**src/rtl/cp0_except_if.sv**
```systemverilog
// M-stage exception flags, MTC0/MFC0 bus and CP0 state outputs shared between
// the pipeline (master) and the CP0 exception block (slave).
interface cp0_except_if;
  logic        validM;
  logic [31:0] pcM;
  logic [31:0] addrs;
  logic        is_in_delayslotM;
  logic        pc_adelM;
  logic        invalidM;
  logic        syscallM;
  logic        breakM;
  logic        overflowM;
  logic        laddrerrM;
  logic        saddrerrM;
  logic        eretM;
  logic [5:0]  int_i;
  logic        we_i;
  logic [4:0]  waddr_i;
  logic [4:0]  raddr_i;
  logic [31:0] data_i;
  logic [31:0] data_o;
  logic [31:0] excepttypeM;
  logic        flushexcept;
  logic [31:0] newpcM;
  logic [31:0] status_o;
  logic [31:0] cause_o;
  logic [31:0] epc_o;
  logic [31:0] badvaddr_o;
  logic [31:0] count_o;
  logic [31:0] compare_o;
  logic        timer_int_o;

  modport slave (
    input  validM, pcM, addrs, is_in_delayslotM, pc_adelM, invalidM, syscallM,
           breakM, overflowM, laddrerrM, saddrerrM, eretM, int_i,
           we_i, waddr_i, raddr_i, data_i,
    output data_o, excepttypeM, flushexcept, newpcM, status_o, cause_o,
           epc_o, badvaddr_o, count_o, compare_o, timer_int_o
  );

  modport master (
    output validM, pcM, addrs, is_in_delayslotM, pc_adelM, invalidM, syscallM,
           breakM, overflowM, laddrerrM, saddrerrM, eretM, int_i,
           we_i, waddr_i, raddr_i, data_i,
    input  data_o, excepttypeM, flushexcept, newpcM, status_o, cause_o,
           epc_o, badvaddr_o, count_o, compare_o, timer_int_o
  );
endinterface

```
**src/rtl/cp0_except.sv**
```systemverilog
// Memory-stage exception arbiter and CP0 register file (Status, Cause, EPC,
// BadVAddr, Count, Compare) with MFC0/MTC0 access and the Count/Compare timer.
module cp0_except #(
  parameter logic [31:0] EXC_VECTOR = 32'hBFC0_0380,
  parameter int          COUNT_DIV  = 2
) (
  input logic        clk,
  input logic        rst,
  cp0_except_if.slave bus
);

  localparam logic [31:0] STATUS_RST   = 32'h0040_0000;
  localparam logic [31:0] STATUS_WMASK = 32'h0000_FF03;
  localparam logic [31:0] CAUSE_WMASK  = 32'h0000_0300;
  localparam logic [31:0] DIV_LAST     = 32'(COUNT_DIV - 1);

  logic [31:0] status_q, status_d;
  logic [31:0] cause_q, cause_d;
  logic [31:0] epc_q, epc_d;
  logic [31:0] badvaddr_q, badvaddr_d;
  logic [31:0] count_q, count_d;
  logic [31:0] compare_q, compare_d;
  logic [31:0] div_q, div_d;
  logic        timer_int_q, timer_int_d;

  logic        int_m;
  logic        exc_hit;
  logic        eret_hit;
  logic [4:0]  exc_code;
  logic        bad_from_pc;
  logic        bad_from_addr;
  logic        mtc0_en;

  assign int_m = status_q[0] & ~status_q[1] & |(cause_q[15:8] & status_q[15:8]);

  // Fixed-priority pick of one exception; ERET only wins when nothing else fires.
  always_comb begin
    exc_hit       = 1'b0;
    eret_hit      = 1'b0;
    exc_code      = 5'h00;
    bad_from_pc   = 1'b0;
    bad_from_addr = 1'b0;
    if (bus.validM) begin
      if (int_m) begin
        exc_hit = 1'b1; exc_code = 5'h00;
      end else if (bus.pc_adelM) begin
        exc_hit = 1'b1; exc_code = 5'h04; bad_from_pc = 1'b1;
      end else if (bus.invalidM) begin
        exc_hit = 1'b1; exc_code = 5'h0A;
      end else if (bus.syscallM) begin
        exc_hit = 1'b1; exc_code = 5'h08;
      end else if (bus.breakM) begin
        exc_hit = 1'b1; exc_code = 5'h09;
      end else if (bus.overflowM) begin
        exc_hit = 1'b1; exc_code = 5'h0C;
      end else if (bus.laddrerrM) begin
        exc_hit = 1'b1; exc_code = 5'h04; bad_from_addr = 1'b1;
      end else if (bus.saddrerrM) begin
        exc_hit = 1'b1; exc_code = 5'h05; bad_from_addr = 1'b1;
      end else if (bus.eretM) begin
        eret_hit = 1'b1; exc_code = 5'h0E;
      end
    end
  end

  assign bus.excepttypeM = {27'd0, exc_code};
  assign bus.flushexcept = exc_hit | eret_hit;
  assign bus.newpcM      = eret_hit ? epc_q : EXC_VECTOR;
  assign mtc0_en         = bus.we_i & ~(exc_hit | eret_hit);

  always_comb begin
    status_d    = status_q;
    cause_d     = cause_q;
    epc_d       = epc_q;
    badvaddr_d  = badvaddr_q;
    count_d     = count_q;
    compare_d   = compare_q;
    div_d       = div_q;
    timer_int_d = timer_int_q;

    cause_d[15:10] = {bus.int_i[5] | timer_int_q, bus.int_i[4:0]};

    if (div_q == DIV_LAST) begin
      count_d = count_q + 32'd1;
      div_d   = 32'd0;
    end else begin
      div_d = div_q + 32'd1;
    end

    if (compare_q != 32'd0 && count_q == compare_q) begin
      timer_int_d = 1'b1;
    end

    if (exc_hit) begin
      if (!status_q[1]) begin
        epc_d      = bus.is_in_delayslotM ? bus.pcM - 32'd4 : bus.pcM;
        cause_d[31] = bus.is_in_delayslotM;
      end
      status_d[1]  = 1'b1;
      cause_d[6:2] = exc_code;
      if (bad_from_pc) begin
        badvaddr_d = bus.pcM;
      end else if (bad_from_addr) begin
        badvaddr_d = bus.addrs;
      end
    end else if (eret_hit) begin
      status_d[1] = 1'b0;
    end else if (mtc0_en) begin
      case (bus.waddr_i)
        5'd9: begin
          count_d = bus.data_i;
          div_d   = 32'd0;
        end
        5'd11: begin
          compare_d   = bus.data_i;
          timer_int_d = 1'b0;
        end
        5'd12: status_d = (status_q & ~STATUS_WMASK) | (bus.data_i & STATUS_WMASK);
        5'd13: cause_d  = (cause_d & ~CAUSE_WMASK) | (bus.data_i & CAUSE_WMASK);
        5'd14: epc_d    = bus.data_i;
        default: ;
      endcase
    end
  end

  always_ff @(posedge clk) begin
    if (rst) begin
      status_q    <= STATUS_RST;
      cause_q     <= 32'd0;
      epc_q       <= 32'd0;
      badvaddr_q  <= 32'd0;
      count_q     <= 32'd0;
      compare_q   <= 32'd0;
      div_q       <= 32'd0;
      timer_int_q <= 1'b0;
    end else begin
      status_q    <= status_d;
      cause_q     <= cause_d;
      epc_q       <= epc_d;
      badvaddr_q  <= badvaddr_d;
      count_q     <= count_d;
      compare_q   <= compare_d;
      div_q       <= div_d;
      timer_int_q <= timer_int_d;
    end
  end

  // MFC0 reads the registered state, so a same-cycle MTC0 is not visible yet.
  always_comb begin
    bus.data_o = 32'd0;
    case (bus.raddr_i)
      5'd8:    bus.data_o = badvaddr_q;
      5'd9:    bus.data_o = count_q;
      5'd11:   bus.data_o = compare_q;
      5'd12:   bus.data_o = status_q;
      5'd13:   bus.data_o = cause_q;
      5'd14:   bus.data_o = epc_q;
      default: bus.data_o = 32'd0;
    endcase
  end

  assign bus.status_o    = status_q;
  assign bus.cause_o     = cause_q;
  assign bus.epc_o       = epc_q;
  assign bus.badvaddr_o  = badvaddr_q;
  assign bus.count_o     = count_q;
  assign bus.compare_o   = compare_q;
  assign bus.timer_int_o = timer_int_q;

endmodule

```
**src/flat_wrapper.sv**
```systemverilog
// flat-port wrapper written by rule: the top's interface ports become plain ports
module cp0_except_flat 
#(
  parameter logic [31:0] EXC_VECTOR = 32'hBFC0_0380,
  parameter int          COUNT_DIV  = 2
)
  (clk, rst, bus_validM, bus_pcM, bus_addrs, bus_is_in_delayslotM, bus_pc_adelM, bus_invalidM, bus_syscallM, bus_breakM, bus_overflowM, bus_laddrerrM, bus_saddrerrM, bus_eretM, bus_int_i, bus_we_i, bus_waddr_i, bus_raddr_i, bus_data_i, bus_data_o, bus_excepttypeM, bus_flushexcept, bus_newpcM, bus_status_o, bus_cause_o, bus_epc_o, bus_badvaddr_o, bus_count_o, bus_compare_o, bus_timer_int_o);
  cp0_except_if bus_i ();
  input logic clk;
  input logic rst;
  input wire logic [$bits(bus_i.validM)-1:0] bus_validM;
  input wire logic [$bits(bus_i.pcM)-1:0] bus_pcM;
  input wire logic [$bits(bus_i.addrs)-1:0] bus_addrs;
  input wire logic [$bits(bus_i.is_in_delayslotM)-1:0] bus_is_in_delayslotM;
  input wire logic [$bits(bus_i.pc_adelM)-1:0] bus_pc_adelM;
  input wire logic [$bits(bus_i.invalidM)-1:0] bus_invalidM;
  input wire logic [$bits(bus_i.syscallM)-1:0] bus_syscallM;
  input wire logic [$bits(bus_i.breakM)-1:0] bus_breakM;
  input wire logic [$bits(bus_i.overflowM)-1:0] bus_overflowM;
  input wire logic [$bits(bus_i.laddrerrM)-1:0] bus_laddrerrM;
  input wire logic [$bits(bus_i.saddrerrM)-1:0] bus_saddrerrM;
  input wire logic [$bits(bus_i.eretM)-1:0] bus_eretM;
  input wire logic [$bits(bus_i.int_i)-1:0] bus_int_i;
  input wire logic [$bits(bus_i.we_i)-1:0] bus_we_i;
  input wire logic [$bits(bus_i.waddr_i)-1:0] bus_waddr_i;
  input wire logic [$bits(bus_i.raddr_i)-1:0] bus_raddr_i;
  input wire logic [$bits(bus_i.data_i)-1:0] bus_data_i;
  output wire logic [$bits(bus_i.data_o)-1:0] bus_data_o;
  output wire logic [$bits(bus_i.excepttypeM)-1:0] bus_excepttypeM;
  output wire logic [$bits(bus_i.flushexcept)-1:0] bus_flushexcept;
  output wire logic [$bits(bus_i.newpcM)-1:0] bus_newpcM;
  output wire logic [$bits(bus_i.status_o)-1:0] bus_status_o;
  output wire logic [$bits(bus_i.cause_o)-1:0] bus_cause_o;
  output wire logic [$bits(bus_i.epc_o)-1:0] bus_epc_o;
  output wire logic [$bits(bus_i.badvaddr_o)-1:0] bus_badvaddr_o;
  output wire logic [$bits(bus_i.count_o)-1:0] bus_count_o;
  output wire logic [$bits(bus_i.compare_o)-1:0] bus_compare_o;
  output wire logic [$bits(bus_i.timer_int_o)-1:0] bus_timer_int_o;
  assign bus_i.validM = bus_validM;
  assign bus_i.pcM = bus_pcM;
  assign bus_i.addrs = bus_addrs;
  assign bus_i.is_in_delayslotM = bus_is_in_delayslotM;
  assign bus_i.pc_adelM = bus_pc_adelM;
  assign bus_i.invalidM = bus_invalidM;
  assign bus_i.syscallM = bus_syscallM;
  assign bus_i.breakM = bus_breakM;
  assign bus_i.overflowM = bus_overflowM;
  assign bus_i.laddrerrM = bus_laddrerrM;
  assign bus_i.saddrerrM = bus_saddrerrM;
  assign bus_i.eretM = bus_eretM;
  assign bus_i.int_i = bus_int_i;
  assign bus_i.we_i = bus_we_i;
  assign bus_i.waddr_i = bus_waddr_i;
  assign bus_i.raddr_i = bus_raddr_i;
  assign bus_i.data_i = bus_data_i;
  assign bus_data_o = bus_i.data_o;
  assign bus_excepttypeM = bus_i.excepttypeM;
  assign bus_flushexcept = bus_i.flushexcept;
  assign bus_newpcM = bus_i.newpcM;
  assign bus_status_o = bus_i.status_o;
  assign bus_cause_o = bus_i.cause_o;
  assign bus_epc_o = bus_i.epc_o;
  assign bus_badvaddr_o = bus_i.badvaddr_o;
  assign bus_count_o = bus_i.count_o;
  assign bus_compare_o = bus_i.compare_o;
  assign bus_timer_int_o = bus_i.timer_int_o;
  cp0_except #(.EXC_VECTOR(EXC_VECTOR), .COUNT_DIV(COUNT_DIV)) u_core (.clk(clk), .rst(rst), .bus(bus_i));
endmodule
```
**config.mk**
```make
export PLATFORM = sky130hd
export DESIGN_NAME = cp0_except_flat
export DESIGN_NICKNAME = d
export VERILOG_FILES = /design/src/rtl/cp0_except_if.sv /design/src/rtl/cp0_except.sv /design/src/flat_wrapper.sv
export SDC_FILE = /design/constraint.sdc
export NUM_CORES = 1
export LEC_CHECK = 0
export CORE_MARGIN = 3
export CORE_UTILIZATION = 45
export DETAILED_ROUTE_END_ITERATION = 8
export GPL_ROUTABILITY_DRIVEN = 0
export PLACE_DENSITY = 0.88
export SYNTH_ARGS = -nofsm -noshare
export SYNTH_HDL_FRONTEND = slang
export SYNTH_SLANG_ARGS = --single-unit
export TNS_END_PERCENT = 20
```
**constraint.sdc**
```tcl
create_clock -name clk -period 4.86 [get_ports clk]
set_input_delay 0.729 -clock clk [delete_from_list [all_inputs] [get_ports clk]]
set_output_delay 0.729 -clock clk [all_outputs]
set_load 0.01 [all_outputs]
```
# After elaboration in Yosys (flattened, before gate mapping)
# Cells that the tools add are included.
[op_classes]
n_bitwise = 12
reduce_logical = 17
add_sub_neg = 3
eq_ne = 15
n_lt_le_gt_ge = 0
n_div = 0
n_shift = 0
n_mul = 0
muxes = 75
[ops]
columns = ["cell", "count"]
rows = [
  ["two-way mux 32 bit", 22],
  ["one-hot mux 32 bit (6 select lines)", 1],
  ["adder 32 x 1 -> 32 bit, second input constant", 2],
  ["equality test 5 x 4 -> 1 bit, second input constant", 11],
  ["two-way mux 5 bit", 10],
  ["two-way mux 1 bit", 38],
  ["equality test 32 x 1 -> 1 bit, second input constant", 1],
  ["equality test 32 bit", 1],
  ["OR 32 x 10 -> 32 bit", 1],
  ["OR 32 x 16 -> 32 bit", 1],
  ["nonzero test 32 bit", 1],
  ["subtractor 32 x 3 -> 32 bit, second input constant", 1],
  ["AND reduction 4 bit", 5],
  ["two-way mux 9 bit", 1],
  ["bitwise AND 8 bit", 1],
  ["nonzero test 2 bit", 4],
  ["OR reduction 8 bit", 1],
  ["nonzero test 3 bit", 2],
  ["two-way mux 2 bit", 2],
  ["two-way mux 4 bit", 1],
  ["NOT 1 bit", 4],
  ["AND reduction 2 bit", 2],
  ["bitwise AND 1 bit", 3],
  ["AND reduction 3 bit", 1],
  ["other kinds (4)", 5],
]
[totals]
latchBits = 0
n_memories = 0
output_inout_bits = 290
mem_bits_rw = 0
wordCells = 134
romBits = 0
reg_bits = 225

# Depth between registers and ports, before layout
[logic_depth]
word_depth = 16
depth_mapped = 9
mapped_depth_nobuf = 8

# Worst setup path after synthesis
# OpenSTA, ideal clock, no wires.
[synth_path]
kind = "input to output"
start = "in bus_raddr_i[2]"
end = "out bus_data_o[11]"
path_slack_ns = 1.802
n_path_buf = 2
arrival_ns = 2.329
path_stages = 6
required_time_ns = 4.131
cell_sequence = "or3b_2 clkbuf_1 nor3_1 clkbuf_1 a22oi_1 nand3_1"
[synth_via]
elab_chain_cells = 2
word_cells_on_any_way = 7
classes_between = "6 x eq/ne; 1 x mux"
[synth_rtl]
columns = ["element", "line", "text"]
rows = [
  ["start: declaration", "flat_wrapper.sv:26", "input wire logic [$bits(bus_i.raddr_i)-1:0] bus_raddr_i;"],
  ["equality test 5 x 4 -> 1 bit", "cp0_except.sv:151", "case (bus.raddr_i)"],
  ["one-hot mux 32 bit (6 select lines) (*)", "cp0_except.sv:151", ""],
  ["end: declaration", "flat_wrapper.sv:28", "output wire logic [$bits(bus_i.data_o)-1:0] bus_data_o;"],
]
# Mark *: on every way between the ends. The rest lies on a longest branch, timed or not.

# Worst setup path after layout
[layout_path]
start = "in bus_breakM"
end = "out bus_newpcM[19]"
[layout_via]
elab_chain_cells = 7
[layout_rtl]
columns = ["element", "line", "text"]
rows = [
  ["start: declaration", "flat_wrapper.sv:18", "input wire logic [$bits(bus_i.breakM)-1:0] bus_breakM;"],
  ["two-way mux 1 bit", "cp0_except.sv:52", "end else if (bus.breakM) begin"],
  ["two-way mux 1 bit", "cp0_except.sv:50", "end else if (bus.syscallM) begin"],
  ["two-way mux 1 bit", "cp0_except.sv:48", "end else if (bus.invalidM) begin"],
  ["two-way mux 1 bit", "cp0_except.sv:46", "end else if (bus.pc_adelM) begin"],
  ["two-way mux 1 bit", "cp0_except.sv:44", "if (int_m) begin"],
  ["two-way mux 1 bit", "cp0_except.sv:43", "if (bus.validM) begin"],
  ["two-way mux 32 bit", "cp0_except.sv:68", "assign bus.newpcM = eret_hit ? epc_q : EXC_VECTOR;"],
  ["end: declaration", "flat_wrapper.sv:31", "output wire logic [$bits(bus_i.newpcM)-1:0] bus_newpcM;"],
]
# Every way passes these cells.

==> key figures <==
CTS
  • CTS buffer count: 17
  • Setup repair bufs after CTS: 0
  • CTS clk-pin slew, worst paths: roughly 80 ps
  • H-tree Lvls: 4
  • Post-CTS Resized: 0
  • Clock sink total: around 180
  • Longest Clk Path Bufs: 2
  • CTS tree: done
  • CTS root buffer: clkbuf_16
  • Post-CTS Hold Buffers: 0
  • Clk Latency, worst-skew pair: around 440 ps

STA
  • Final worst setup slack: just under 600 ps
  • Fin. max-slew vios: 0
  • Fin crit period: ~4300 ps
  • Final Setup Violations: 0
  • RSZ-0062 raised after global routing: no
  • Final period utilization: around nine tenths
  • Tightest Pin Transition: between 1000 and 1500 ps
  • Worst slew margin relative to its limit: roughly a fifth
  • Clock skew: roughly 15 ps
  • Final hold vios: 0
  • Max Fclk: 233.6 MHz
  • Final setup TNS: 0 ps

Finish
  • Nets@finish: approximately 1,800
  • Layout cell share with drive strength beyond 1: slightly below 6%
  • Util after Layout: between 60% and 70%
  • FILL cells: between 1,500 and 2,000
  • Post-Layout Cell Count: 1,992
  • P&R area growth vs syn: 36.55%

Worst setup path
  • Crit path DAT: 3550 ps
  • Worst Path Required: 4130 ps
  • Crit path max fanout: 14
  • Critical path launch point type: input pin
  • Crit Path Class: input pin to output port
  • CP endpoint kind: output port

Die
  • Die W: 160.6 um
  • Initial Utilization: between 40% and 50%
  • # IOs: a little over 400
  • Placement row count: 55
  • Die Y: 160.6 um
  • Core Area: between 0.02 and 0.025 sq mm
  • Die Area: 0.02580 sq mm

Logic synthesis
  • Cells after synthesis: 1,373
  • Mean post-synth cell area: 7.835 sq um
  • Async SR Flop Fraction: 0%
  • Synth cell types: 65
  • Post-synth EDFFs: 0
  • Ys Warns: 0
  • #FFs+latches synth: ~180
  • Top FF cell, synth: dfxtp_1
  • Sequential fraction of the synthesis area: between 30% and 40%
  • Synth Cell Area: ~0.011 sq mm

GRT
  • GRT Overall Usage: about 33%
  • Vias in the first global route: 10,860
  • First-pass GRT wire length: between 60,000 and 70,000 um
  • Largest net degree at the start of global routing: 92
  • Grt total ovfl: 0
  • Initial antenna violation count: 5

Placed design
  • Inst Count DP: between 1,500 and 2,000
  • Port buffer count: roughly 350
  • Dpl hpwl: 34,400 um
  • Setup WS pre-CTS: a little over 600 ps

Drt
  • # DRC: 1
  • Wire length per cell: roughly 22 um
  • Total Wirelength: between 40,000 and 50,000 um
  • Met3 WL post-DR: around 5300 um
  • Met1 wire length: roughly 16,000 um
  • Antenna viol nets, final: 0
  • Detailed-route via count: 11,940
  • Initial drt markers: between 1,500 and 2,000
  • Top sig layer: met4
  • Pre-antenna DRT Iters: 8
  • Avg Vias per Cell: between 5 and 6
  • Met2 WL: approximately 21,000 um

Power
  • Max IR drop VDD: between 200 and 250 uV
  • Leak: 5.296 nW
  • PwrDens: around 240 mW/mm^2

Worst hold path
  • Worst min path class: register to register

Flow run
  • Max-Cap Viols: 0

Run status
  • Failing checks: DRC
  • Status: finished with violations
## power breakdown
group,switching [mW],leakage (nW),internal (mW),total (mW)
combinational,0.319,3.53,0.281,0.600
clock,0.648,0.268,0.680,1.33
sequential,0.0850,1.50,1.56,1.65
## worst paths after layout
path                                        start                                 to  slack, ps  depth (start not counted)
max                                    bus_breakM                     bus_newpcM[19]        580                          8
min             u_core.bus.epc_o[26]$_SDFFE_PP0P_  u_core.bus.epc_o[26]$_SDFFE_PP0P_        500                          2
max reg2reg  u_core.bus.status_o[13]$_SDFFE_PP0P_  u_core.bus.count_o[25]$_SDFF_PP0_       1560                          7
min reg2reg     u_core.bus.epc_o[26]$_SDFFE_PP0P_  u_core.bus.epc_o[26]$_SDFFE_PP0P_        500                          2
## through the flow
step | hold slack [ps] | power [mW] | instance area [sq um]
finish | 496.8 | 3.574 | 14690
global route | 525.0 | 3.679 | 14690
CTS | 492.3 | 3.555 | 14680
detailed placement | 481.8 | 2.259 | 14130
global placement | 460.3 | 2.248 | 14130
floorplan | 444.5 | 1.956 | 11010
## per-layer routing
| layer | vias up | GRT usage [%] |
|---|---|---|
| met5 | - | 0 |
| met4 | 0 | 13.57 |
| met3 | 142 | 7.067 |
| met2 | 913 | 53.31 |
| met1 | 5559 | 41.72 |
| li1 | 5326 | - |
## placed cells by master, fill, tap and decap left out, types with 4 or more instances in the layout
cell | Yosys | routed
a211o_1 | 14 | 14
a211oi_1 | 63 | 63
a21oi_1 | 76 | 76
a22oi_1 | 49 | 49
a311oi_1 | 5 | 5
and2_1 | 25 | 25
and3_1 | 14 | 14
and4_1 | 9 | 9
buf_4 | 69 | 22
clkbuf_16 | 0 | 17
clkdlybuf4s50_1 | 0 | 344
conb_1 | 2 | 69
dfxtp_1 | 184 | 184
diode_2 | 0 | 5
ha_1 | 4 | 4
inv_1 | 9 | 9
inv_6 | 0 | 5
mux2_2 | 26 | 26
nand2_1 | 183 | 183
nand2b_1 | 6 | 5
nand3_1 | 42 | 42
nand4_1 | 24 | 24
nand4b_1 | 4 | 4
nor2_1 | 151 | 151
nor2b_1 | 7 | 6
nor3_1 | 20 | 18
nor3b_1 | 4 | 4
nor4_1 | 34 | 34
o211ai_1 | 14 | 14
o21ai_0 | 33 | 33
o22ai_1 | 32 | 32
or3_1 | 19 | 19
xnor2_1 | 40 | 40
xor2_1 | 77 | 77
## synthesized netlist by cell type, types with 14 or more instances
master / count / area (sq um)
dfxtp_1: 184 / 3684
o22ai_1: 32 / 200.2
and3_1: 14 / 87.58
and2_1: 25 / 156.4
nand4_1: 24 / 150.1
nand2_1: 183 / 686.9
buf_2: 19 / 95.09
a211o_1: 14 / 122.6
clkbuf_1: 70 / 262.8
nor3_1: 20 / 100.1
a211oi_1: 63 / 473.0
o211ai_1: 14 / 105.1
xnor2_1: 40 / 350.3
mux2_2: 26 / 292.8
nor2_1: 151 / 566.8
buf_4: 69 / 518.0
xor2_1: 77 / 674.4
a21oi_1: 76 / 380.4
nor4_1: 34 / 212.7
o21ai_0: 33 / 165.2
nand3_1: 42 / 210.2
or3_1: 19 / 118.9
a22oi_1: 49 / 367.9
## sequential cells by signal (all words and copies together) (netlist names)
register,flops
u_core.bus.badvaddr_o,32
u_core.bus.cause_o,13
u_core.bus.compare_o,32
u_core.bus.count_o,32
u_core.bus.epc_o,32
u_core.bus.status_o,10
u_core.bus.timer_int_o,1
u_core.div_q,32
## worst max-delay path, cell delays in order
cell and delay (ps):
clkdlybuf4s50_1 460, or4_4 580, nand3b_4 200, or2_2 440, nor2_1 190, buf_4 240, and2_1 170, clkdlybuf4s50_1 540
## logic make-up (layout without fill, tap and decap cells)
family	after synthesis	after routing	synth area share, %
buffers and inverters	173	407	8.734
other	2	74	0.06981
adder cells (fa/ha/maj)	4	4	0.4652
flip-flops	184	184	34.24
AND/OR/NAND/NOR	561	561	25.26
multiplexers	29	29	3.001
XOR/XNOR	117	117	9.526
AO/OA/AOI/OAI	303	303	18.70
## final cells by class
cell class	count	area, sq um	area share, %
flip-flops and latches	184	3684	25.07
multi-input cells	1083	6409	43.63
clock buffers	18	439.2	2.990
repair buffers	366	3608	24.56
diodes	5	12.51	0.08517
inverters	10	37.54	0.2555
well taps	313	391.6	2.666
clock inverters	13	108.9	0.7410
Note: power is estimated with default switching activity, not from simulation.
